--- src/rtl/io_display_out.sv ---
// io_display_out: memory-mapped LED and 8-digit seven-segment output port.
// CPU stores decoded by LEDCtrl/SegCtrl land in holding registers. A
// free-running scan engine multiplexes the eight hex digits onto shared,
// active-low cathode lines. All state moves on the falling clock edge so it
// lines up with the IO input path.
module io_display_out #(
  parameter int SCAN_DIV = 100000
) (
  input  logic        clk,
  input  logic        rst,
  input  logic        LEDCtrl,
  input  logic        SegCtrl,
  input  logic        mem_write,
  input  logic [31:0] address,
  input  logic [31:0] write_data,
  output logic [15:0] led_out,
  output logic [7:0]  seg_an,
  output logic [7:0]  seg_cat,
  output logic        wr_ack
);

  // Scan counter is sized to hold 0 .. SCAN_DIV-1.
  localparam int CNT_W = (SCAN_DIV > 2) ? $clog2(SCAN_DIV) : 1;
  localparam logic [CNT_W-1:0] CNT_LAST = CNT_W'(SCAN_DIV - 1);

  // Register map of the output region.
  localparam logic [31:0] ADDR_LED_FULL = 32'hFFFF_FC60;
  localparam logic [31:0] ADDR_LED_LOW  = 32'hFFFF_FC62;
  localparam logic [31:0] ADDR_SEG_VAL  = 32'hFFFF_FC70;
  localparam logic [31:0] ADDR_SEG_BLK  = 32'hFFFF_FC74;
  localparam logic [31:0] ADDR_SEG_DP   = 32'hFFFF_FC78;

  // Hex digit to active-low segment pattern {g,f,e,d,c,b,a}.
  function automatic logic [6:0] hex_to_seg(input logic [3:0] nib);
    logic [6:0] pat;
    case (nib)
      4'h0:    pat = 7'h40;
      4'h1:    pat = 7'h79;
      4'h2:    pat = 7'h24;
      4'h3:    pat = 7'h30;
      4'h4:    pat = 7'h19;
      4'h5:    pat = 7'h12;
      4'h6:    pat = 7'h02;
      4'h7:    pat = 7'h78;
      4'h8:    pat = 7'h00;
      4'h9:    pat = 7'h10;
      4'hA:    pat = 7'h08;
      4'hB:    pat = 7'h03;
      4'hC:    pat = 7'h46;
      4'hD:    pat = 7'h21;
      4'hE:    pat = 7'h06;
      4'hF:    pat = 7'h0E;
      default: pat = 7'h7F;
    endcase
    return pat;
  endfunction

  // Holding registers.
  logic [15:0]      led_r;
  logic [31:0]      seg_value_r;
  logic [7:0]       blank_mask_r;
  logic [7:0]       dp_mask_r;
  logic             ack_r;

  // Scan engine.
  logic [CNT_W-1:0] cnt_r;
  logic [2:0]       idx_r;

  // Registered display drive.
  logic [7:0]       an_r;
  logic [7:0]       cat_r;

  // Decode results.
  logic             sel_led_full_s;
  logic             sel_led_low_s;
  logic             sel_seg_val_s;
  logic             sel_seg_blk_s;
  logic             sel_seg_dp_s;
  logic             wr_hit_s;

  // Next-state values.
  logic [15:0]      led_nxt_s;
  logic [31:0]      seg_value_nxt_s;
  logic [7:0]       blank_mask_nxt_s;
  logic [7:0]       dp_mask_nxt_s;
  logic [CNT_W-1:0] cnt_nxt_s;
  logic [2:0]       idx_nxt_s;
  logic             cnt_wrap_s;

  // Display lookup for the digit currently selected.
  logic [3:0]       nib_s;
  logic             blanked_s;
  logic [7:0]       an_nxt_s;
  logic [7:0]       cat_nxt_s;

  // Store decode: each select only opens its own address window, so with both
  // selects high the address alone picks the register.
  always_comb begin
    sel_led_full_s = 1'b0;
    sel_led_low_s  = 1'b0;
    sel_seg_val_s  = 1'b0;
    sel_seg_blk_s  = 1'b0;
    sel_seg_dp_s   = 1'b0;
    if (mem_write) begin
      if (LEDCtrl) begin
        case (address)
          ADDR_LED_FULL: sel_led_full_s = 1'b1;
          ADDR_LED_LOW:  sel_led_low_s  = 1'b1;
          default:       sel_led_full_s = 1'b0;
        endcase
      end else begin
        sel_led_full_s = 1'b0;
      end
      if (SegCtrl) begin
        case (address)
          ADDR_SEG_VAL: sel_seg_val_s = 1'b1;
          ADDR_SEG_BLK: sel_seg_blk_s = 1'b1;
          ADDR_SEG_DP:  sel_seg_dp_s  = 1'b1;
          default:      sel_seg_val_s = 1'b0;
        endcase
      end else begin
        sel_seg_val_s = 1'b0;
      end
    end else begin
      sel_led_full_s = 1'b0;
    end
  end

  assign wr_hit_s = sel_led_full_s | sel_led_low_s | sel_seg_val_s
                  | sel_seg_blk_s | sel_seg_dp_s;

  // Next values of the holding registers; the low-byte LED store keeps the
  // upper LED byte untouched.
  always_comb begin
    led_nxt_s        = led_r;
    seg_value_nxt_s  = seg_value_r;
    blank_mask_nxt_s = blank_mask_r;
    dp_mask_nxt_s    = dp_mask_r;
    if (sel_led_full_s) begin
      led_nxt_s = write_data[15:0];
    end else if (sel_led_low_s) begin
      led_nxt_s = {led_r[15:8], write_data[7:0]};
    end else begin
      led_nxt_s = led_r;
    end
    if (sel_seg_val_s) begin
      seg_value_nxt_s = write_data;
    end else begin
      seg_value_nxt_s = seg_value_r;
    end
    if (sel_seg_blk_s) begin
      blank_mask_nxt_s = write_data[7:0];
    end else begin
      blank_mask_nxt_s = blank_mask_r;
    end
    if (sel_seg_dp_s) begin
      dp_mask_nxt_s = write_data[7:0];
    end else begin
      dp_mask_nxt_s = dp_mask_r;
    end
  end

  // Scan engine: count 0..SCAN_DIV-1, step the digit index on the wrap.
  always_comb begin
    cnt_wrap_s = (cnt_r == CNT_LAST);
    cnt_nxt_s  = cnt_r;
    idx_nxt_s  = idx_r;
    if (cnt_wrap_s) begin
      cnt_nxt_s = {CNT_W{1'b0}};
      idx_nxt_s = idx_r + 3'd1;
    end else begin
      cnt_nxt_s = cnt_r + {{(CNT_W-1){1'b0}}, 1'b1};
      idx_nxt_s = idx_r;
    end
  end

  // Display lookup from the current index and current register contents.
  always_comb begin
    nib_s     = seg_value_r[{idx_r, 2'b00} +: 4];
    blanked_s = blank_mask_r[idx_r];
    an_nxt_s  = 8'hFF;
    cat_nxt_s = 8'hFF;
    if (blanked_s) begin
      an_nxt_s  = 8'hFF;
      cat_nxt_s = 8'hFF;
    end else begin
      an_nxt_s  = ~(8'h01 << idx_r);
      cat_nxt_s = {~dp_mask_r[idx_r], hex_to_seg(nib_s)};
    end
  end

  // Falling-edge state update with immediate reset.
  always_ff @(negedge clk or posedge rst) begin
    if (rst) begin
      led_r        <= 16'h0000;
      seg_value_r  <= 32'h0000_0000;
      blank_mask_r <= 8'hFF;
      dp_mask_r    <= 8'h00;
      ack_r        <= 1'b0;
      cnt_r        <= {CNT_W{1'b0}};
      idx_r        <= 3'd0;
      an_r         <= 8'hFF;
      cat_r        <= 8'hFF;
    end else begin
      led_r        <= led_nxt_s;
      seg_value_r  <= seg_value_nxt_s;
      blank_mask_r <= blank_mask_nxt_s;
      dp_mask_r    <= dp_mask_nxt_s;
      ack_r        <= wr_hit_s;
      cnt_r        <= cnt_nxt_s;
      idx_r        <= idx_nxt_s;
      an_r         <= an_nxt_s;
      cat_r        <= cat_nxt_s;
    end
  end

  assign led_out = led_r;
  assign seg_an  = an_r;
  assign seg_cat = cat_r;
  assign wr_ack  = ack_r;

endmodule

--- config.mk ---
export PLATFORM = sky130hd
export DESIGN_NAME = io_display_out
export DESIGN_NICKNAME = d
export VERILOG_FILES = /design/src/rtl/io_display_out.sv
export SDC_FILE = /design/constraint.sdc
export NUM_CORES = 1
export LEC_CHECK = 0
export ABC_AREA = 1
export ABC_CLOCK_PERIOD_IN_PS = 3900
export CELL_PAD_IN_SITES_DETAIL_PLACEMENT = 0
export CELL_PAD_IN_SITES_GLOBAL_PLACEMENT = 2
export CORE_MARGIN = 2
export CORE_UTILIZATION = 31
export CTS_CLUSTER_DIAMETER = 150
export CTS_CLUSTER_SIZE = 28
export DETAILED_ROUTE_END_ITERATION = 7
export PLACE_DENSITY_LB_ADDON = 0.3
export SLEW_MARGIN = 20
export SYNTH_ARGS = -nofsm -noshare
export SYNTH_HDL_FRONTEND = slang
export SYNTH_SLANG_ARGS = --single-unit
--- constraint.sdc ---
create_clock -name clk -period 3.9 [get_ports clk]
set_clock_uncertainty 0.05 [all_clocks]
set_input_delay 0.78 -clock clk [delete_from_list [all_inputs] [get_ports clk]]
set_output_delay 0.78 -clock clk [all_outputs]
set_load 0.01 [all_outputs]
==> results.yml, run 1 <==
outcome:
  status: "complete, no violations"
synth:
  synth_ff_type: "dfrtn_1"
  synth_warnings: 0
  synthCells: 632
  synthDistinctLibCells: 36
  yosysTopAreaCell: "dfrtn_1"
  ys_ff_latch: 101
  synth.avg_cell_area_um2: 8.42
  synth_area_leaders: "dfrtn_1 36%, nand2_1 12%, dfstp_2 12%"
  synth_edf_count: 0
  async_flop_share_pct: 100
  synth_top_area_share_pct: 36.2
  synth_fp_nets: 714
  syn-cell-area_mm2: 0.00532
  synth.yosys.seq_area_share_pct: 48.0
floorplan:
  dieHeight_um: 135
  die_area_mm2: 0.0182
  die_x_um: 135
  boundaryPins: 102
  initial_utilization_pct: 31.9
  rows: 47
  coreArea_mm2: 0.0167
sta:
  grt_setup_unrepaired: "yes"
  tightestPinTransition_ps: 504
  hold_viol_final: 0
  setup_tns_ps: 0
  slew_violations: 0
  setup_viol: 0
  relSlewSlack_pct: 66.4
detailed_routing:
  wirelength_um: 13800
  drt-initial-drc-count: 192
  top_layer: "met4"
  wl_met3_um: 478
  drc: 0
  avgRoutedWirePerCell_um: 13.6
  via_per_inst: 4.46
  drt-met1-wl_um: 6360
  vias: 4537
  dr_wl_met2_um: 6690
  ant_nets: 0
  drtPass1Iterations: 4
clock_tree:
  cts.sinks: 101
  root_buffer: "clkbuf_16"
  cts_max_level: 3
  cts_tree: "built"
  cts.clk_slew.worst_paths_ps: 50
  clockBufferDepth: 2
  cts_buffers: 9
  clock_latency_ps: 400
setup_path:
  startpoint_type: "input pin"
  setup.worst_path.class: "in -> reg"
  reg2reg_to: "seg_cat[1]$_DFF_NP1_"
  crit_chain: "dlygate4sd2_1 -> nand2_2 -> nor2_4 -> nand4_4 -> nor2_8 -> nand3b_4 -> buf_12 -> clkbuf_16 -> nand2_1 -> o21ai_2"
  end_kind: "flip-flop"
  worstPathArrival_ps: 2060
  max_stage_delay_ps: 210
  required_ps: 2100
  r2r_slack_ps: 1660
  r2r-start: "idx_r[2]$_DFFE_NP0N_"
  worst_r2r_path_depth: 9
  critPathSlowestCell: "dlygate4sd2_1"
  worstPathMaxFanout: 6
cells_and_area:
  layout_commonest_cell: "nand2_1"
  fillers: 1698
  layout_common_cells: "160 x nand2_1, 112 x inv_1, 77 x dfrtn_1"
  fin_area_mm2: 0.00738
  fin_cells: 1018
  nets: 875
  antenna_cells: 0
  drive_gt1_share_pct: 22.6
  area_delta_synth_final_pct: 38.6
worst_hold_path:
  hold_depth: 1
  hold_path.class: "reg -> reg"
  min_from: "cnt_r[0]$_DFF_NP0_"
  hold_end: "cnt_r[0]$_DFF_NP0_"
global_routing:
  grt_max_degree: 52
  grt_usage_pct: 16.0
  grt_pass1_vias: 4625
  gr-total-overflow: 0
  antenna_found_initial: 0
  grt_pass1_wl_um: 23000
pwr:
  p_per_area_mw_per_mm2: 303
  combPwrFrac_pct: 5.4
  vdd_ir_drop_max_mv: 0.207
  p_seq_share_pct: 47.1
  internal-power_mw: 1.72
  pwr-share-clk_pct: 47.5
  p_sw_uw: 519
  swShare_pct: 23.2
  p_leak_nw: 3.73
placed_design:
  dp.cells: 964
  postPlaceCellArea_mm2: 0.00675
  globalplace.congestion: 0.765
  port_buffers: 101
  place_hpwl_um: 9700
job:
  drv_cap: 0
state kept, by name, indices dropped and copies added, names as in the netlist:
| signal | flops |
|---|---|
| seg_an | 8 |
| dp_mask_r | 8 |
| idx_r | 3 |
| wr_ack | 1 |
| seg_value_r | 32 |
| blank_mask_r | 8 |
| seg_cat | 8 |
| led_out | 16 |
| cnt_r | 17 |
cell type report:
cell class                      instances  area [um^2]  share of cell area (%)
Clock buffer                           11          254                    3.44
Multi-Input combinational cell        419         2340                    31.7
Tap cell                              220          275                    3.73
Inverter                               94          359                    4.87
Timing Repair Buffer                  144         1440                    19.5
Clock inverter                         29          159                    2.15
Sequential cell                       101         2560                    34.7
power groups by stage:
stage | Combinational [mW] | Clock, mW | Sequential (mW)
4_1_cts | 0.124 | 1.10 | 1.05
3_3_place_gp | 0.133 | 0.0392 | 1.07
2_1_floorplan | 0.0367 | 0.0392 | 1.07
3_5_place_dp | 0.135 | 0.0392 | 1.07
6_report | 0.121 | 1.06 | 1.05
5_1_grt | 0.135 | 1.16 | 1.05
per-layer routing:
metal	global-route usage (%)	up-vias
li1	-	2315
met1	21.1	2120
met2	26.7	85
met3	2.48	17
met4	5.96	0
met5	0	-
repair_timing:
item,CTS,global route
hold buffers,0,0
hold endpoints to repair,0,0
endpoints found under the setup margin,91,33
gates cloned,6,1
setup buffers,5,3
gates resized for setup,133,23
pin swaps,10,7
worst max-delay path: cells and delay by family:
family,cells,cell delay (ps)
buffers and inverters,3,550
and+or+nand+nor,6,670
AOI/OAI and AO/OA,1,50
synthesized netlist by cell type (2+ instances only):
cell type	instances
buf_2	7
buf_6	9
clkinv_1	2
dfrtn_1	77
dfstp_2	24
ha_1	13
inv_1	91
nand2_1	177
nand2_2	9
nand2_4	2
nand3_1	62
nand3_2	2
nand3_4	4
nand3b_1	2
nand4_1	7
nor2_1	42
nor2_4	2
nor3_1	6
nor4_1	3
o21ai_0	9
o21ai_1	23
o21ai_2	34
o22ai_1	2
xor2_1	11
worst max-delay path by stage:
stage                     start                           to  cells past startpoint
floorplan                   rst           cnt_r[0]$_DFF_NP0_                      1
global placement    address[21]   seg_value_r[3]$_DFFE_NP0P_                      9
detailed placement    mem_write     dp_mask_r[6]$_DFFE_NP0P_                      9
CTS                   mem_write   seg_value_r[2]$_DFFE_NP0P_                     10
global route            SegCtrl   seg_value_r[5]$_DFFE_NP0P_                     10
finish              address[28]  seg_value_r[13]$_DFFE_NP0P_                     10
metrics by stage:
stage | setup WS [ps] | hold slack [ps] | power [mW] | utilization [%]
2_1_floorplan | 30.8 | 314 | 1.15 | -
5_1_grt | -28.2 | 371 | 2.35 | 44.2
6_report | 41.6 | 343 | 2.24 | 44.2
3_3_place_gp | -432 | 328 | 1.24 | 40.4
4_1_cts | -7.53 | 350 | 2.27 | 43.6
3_5_place_dp | -459 | 350 | 1.25 | 40.4
cell families (layout without fill, tap and decap cells):
group	Yosys count	count (layout)	synth area share (%)
compound gates	71	71	9.21
flops	101	101	48.0
buf+inv	113	278	9.52
fa+ha+maj	13	13	3.06
xor+xnor	11	11	1.81
simple gates	323	324	28.3
No activity file was read; power rests on OpenSTA's default activity.
==> run 2, diff against run 1 <==
--- a/config.mk
+++ b/config.mk
@@ -15,7 +15,7 @@
 export CTS_CLUSTER_SIZE = 28
 export DETAILED_ROUTE_END_ITERATION = 7
 export PLACE_DENSITY_LB_ADDON = 0.3
-export SLEW_MARGIN = 20
+export SLEW_MARGIN = 15
 export SYNTH_ARGS = -nofsm -noshare
 export SYNTH_HDL_FRONTEND = slang
 export SYNTH_SLANG_ARGS = --single-unit
==> results of run 2 <==
Final layout, timing and power as in run 1 (identical DEF).
==> run 3, diff against run 2 <==
--- a/config.mk
+++ b/config.mk
@@ -6,14 +6,14 @@
 export NUM_CORES = 1
 export LEC_CHECK = 0
 export ABC_AREA = 1
-export ABC_CLOCK_PERIOD_IN_PS = 3900
 export CELL_PAD_IN_SITES_DETAIL_PLACEMENT = 0
 export CELL_PAD_IN_SITES_GLOBAL_PLACEMENT = 2
 export CORE_MARGIN = 2
-export CORE_UTILIZATION = 31
+export CORE_UTILIZATION = 33
 export CTS_CLUSTER_DIAMETER = 150
 export CTS_CLUSTER_SIZE = 28
 export DETAILED_ROUTE_END_ITERATION = 7
+export HOLD_SLACK_MARGIN = 0.08
 export PLACE_DENSITY_LB_ADDON = 0.3
 export SLEW_MARGIN = 15
 export SYNTH_ARGS = -nofsm -noshare
==> constraint.sdc (replaced) <==
create_clock -name clk -period 4.9 [get_ports clk]
set_clock_uncertainty 0.05 [all_clocks]
set_input_delay 0.98 -clock clk [delete_from_list [all_inputs] [get_ports clk]]
set_output_delay 0.98 -clock clk [all_outputs]
set_load 0.01 [all_outputs]
==> run 3 against run 2 <==
  * Sequential cell count stayed put
  * Core utilization is 0.58 points higher
  * Worst hold slack worse by 9.7 ps
  * Count of clock-buffer cells in the layout is 2 lower
  * Power is 24% lower
  * Clock power is 28% lower
  * Sequential power is 20% lower
  * Routed wire length is 9.0% lower
  * Largest power group is now sequential cells
  * Highest routed layer unchanged
==> results.yml, run 3 (synthesis results as in run 1) <==
detailed_routing:
  drt-initial-drc-count: 171
  wirelength_um: 12600
  via_per_inst: 4.47
  ant_nets: 0
  drc: 0
  drtPass1Iterations: 4
  vias: 4461
  avgRoutedWirePerCell_um: 12.6
setup_path:
  cp_top_family: "buffers and inverters"
  worst_r2r_path_depth: 11
  reg2reg_to: "seg_cat[1]$_DFF_NP1_"
  critPathSlowestCell: "clkdlybuf4s50_1"
  worst-path-buf-inv: 1
  end_kind: "primary output"
  setup.worst_path.class: "reg -> out"
  r2r-start: "idx_r[1]$_DFFE_NP0N_"
  r2r_slack_ps: 2330
  crit_chain: "clkdlybuf4s50_1"
  max_stage_delay_ps: 550
  worstPathArrival_ps: 3790
  required_ps: 3870
  worstPathMaxFanout: 2
  startpoint_type: "flip-flop"
global_routing:
  antenna_found_initial: 0
  grt_pass1_vias: 4523
  grt_usage_pct: 16.3
  gr-total-overflow: 0
  grt_max_degree: 49
  grt_pass1_wl_um: 21900
sta:
  setup_tns_ps: 0
  worst_hold_slack_ps: 333
  setup_viol: 0
  relSlewSlack_pct: 58.7
  hold_viol_final: 0
  grt_setup_unrepaired: "no"
  setup_slack_ps: 80.4
  tightestPinTransition_ps: 620
  slew_violations: 0
clock_tree:
  clock_latency_ps: 420
  post_cts_resized: 16
  cts_buffers: 9
  post_cts_buffers: 0
  clockBufferDepth: 2
  cts_max_level: 3
  cts.clk_slew.worst_paths_ps: 50
  cts_tree: "built"
  root_buffer: "clkbuf_16"
  cts.sinks: 101
  ctsHoldBuffers: 0
cells_and_area:
  largest_reg_flops: 32
  fin_cells: 999
  area_delta_synth_final_pct: 33.1
  layout_commonest_cell: "nand2_1"
  antenna_cells: 0
  nets: 860
  drive_gt1_share_pct: 16.6
  layout_common_cells: "177 x nand2_1, 113 x inv_1, 85 x clkdlybuf4s50_1"
  regMostFlops: "seg_value_r"
  post-route-util_pct: 44.8
worst_hold_path:
  hold_depth: 1
  min_from: "cnt_r[0]$_DFF_NP0_"
  hold_end: "cnt_r[0]$_DFF_NP0_"
  hold_path.class: "reg -> reg"
floorplan:
  initial_utilization_pct: 33.6
  boundaryPins: 102
  coreArea_mm2: 0.0158
  die_x_um: 131
  dieHeight_um: 131
  rows: 46
  die_area_mm2: 0.0172
placed_design:
  dp.cells: 960
  place_hpwl_um: 9370
  globalplace.congestion: 0.850
  pre_cts_slack_ps: -181
  port_buffers: 101
pwr:
  p_per_area_mw_per_mm2: 240
  vdd_ir_drop_max_mv: 0.179
  p_leak_nw: 3.44
job:
  drv_cap: 0
outcome:
  status: "complete, no violations"
-- run 3: how the worst max path moves through the flow --
stage,startpoint,endpoint,cells past startpoint
after floorplan,rst,cnt_r[0]$_DFF_NP0_,1
after global placement,address[21],led_out[8]$_DFFE_NP0P_,8
after detailed placement,address[20],led_out[11]$_DFFE_NP0P_,8
after CTS,led_out[8]$_DFFE_NP0P_,led_out[8],1
after global routing,address[21],led_out[1]$_DFFE_NP0P_,9
final,led_out[9]$_DFFE_NP0P_,led_out[9],1
-- run 3: power by group --
group          total [mW]  switching [mW]  leakage, nW  internal, mW
Sequential          0.839   0.00000000187         1.31         0.839
Clock               0.761           0.387        0.264         0.374
Combinational       0.102          0.0444         1.87        0.0578
Total                1.70           0.431         3.44          1.27
-- run 3: layout make-up --
cell class	instances	area, um^2
Inverter	94	359
Clock buffer	9	225
Clock inverter	31	143
Timing Repair Buffer	130	1270
Tap cell	216	270
Sequential cell	101	2560
Fill cell	1590	8740
Multi-Input combinational cell	418	2260
-- run 3: through the flow --
stage | area [um^2] | total power [mW]
detailed placement | 6740 | 0.989
floorplan | 5330 | 0.913
global placement | 6740 | 0.988
finish | 7080 | 1.70
CTS | 7080 | 1.73
global route | 7080 | 1.78
-- run 3: per-layer routing --
metal	part of all wire [%]	up-vias	GRT usage (%)
li1	-	2283	-
met4	1.4	0	5.19
met2	48	84	26.7
met3	3.5	10	3.18
met1	47	2084	21.7
met5	0	-	0
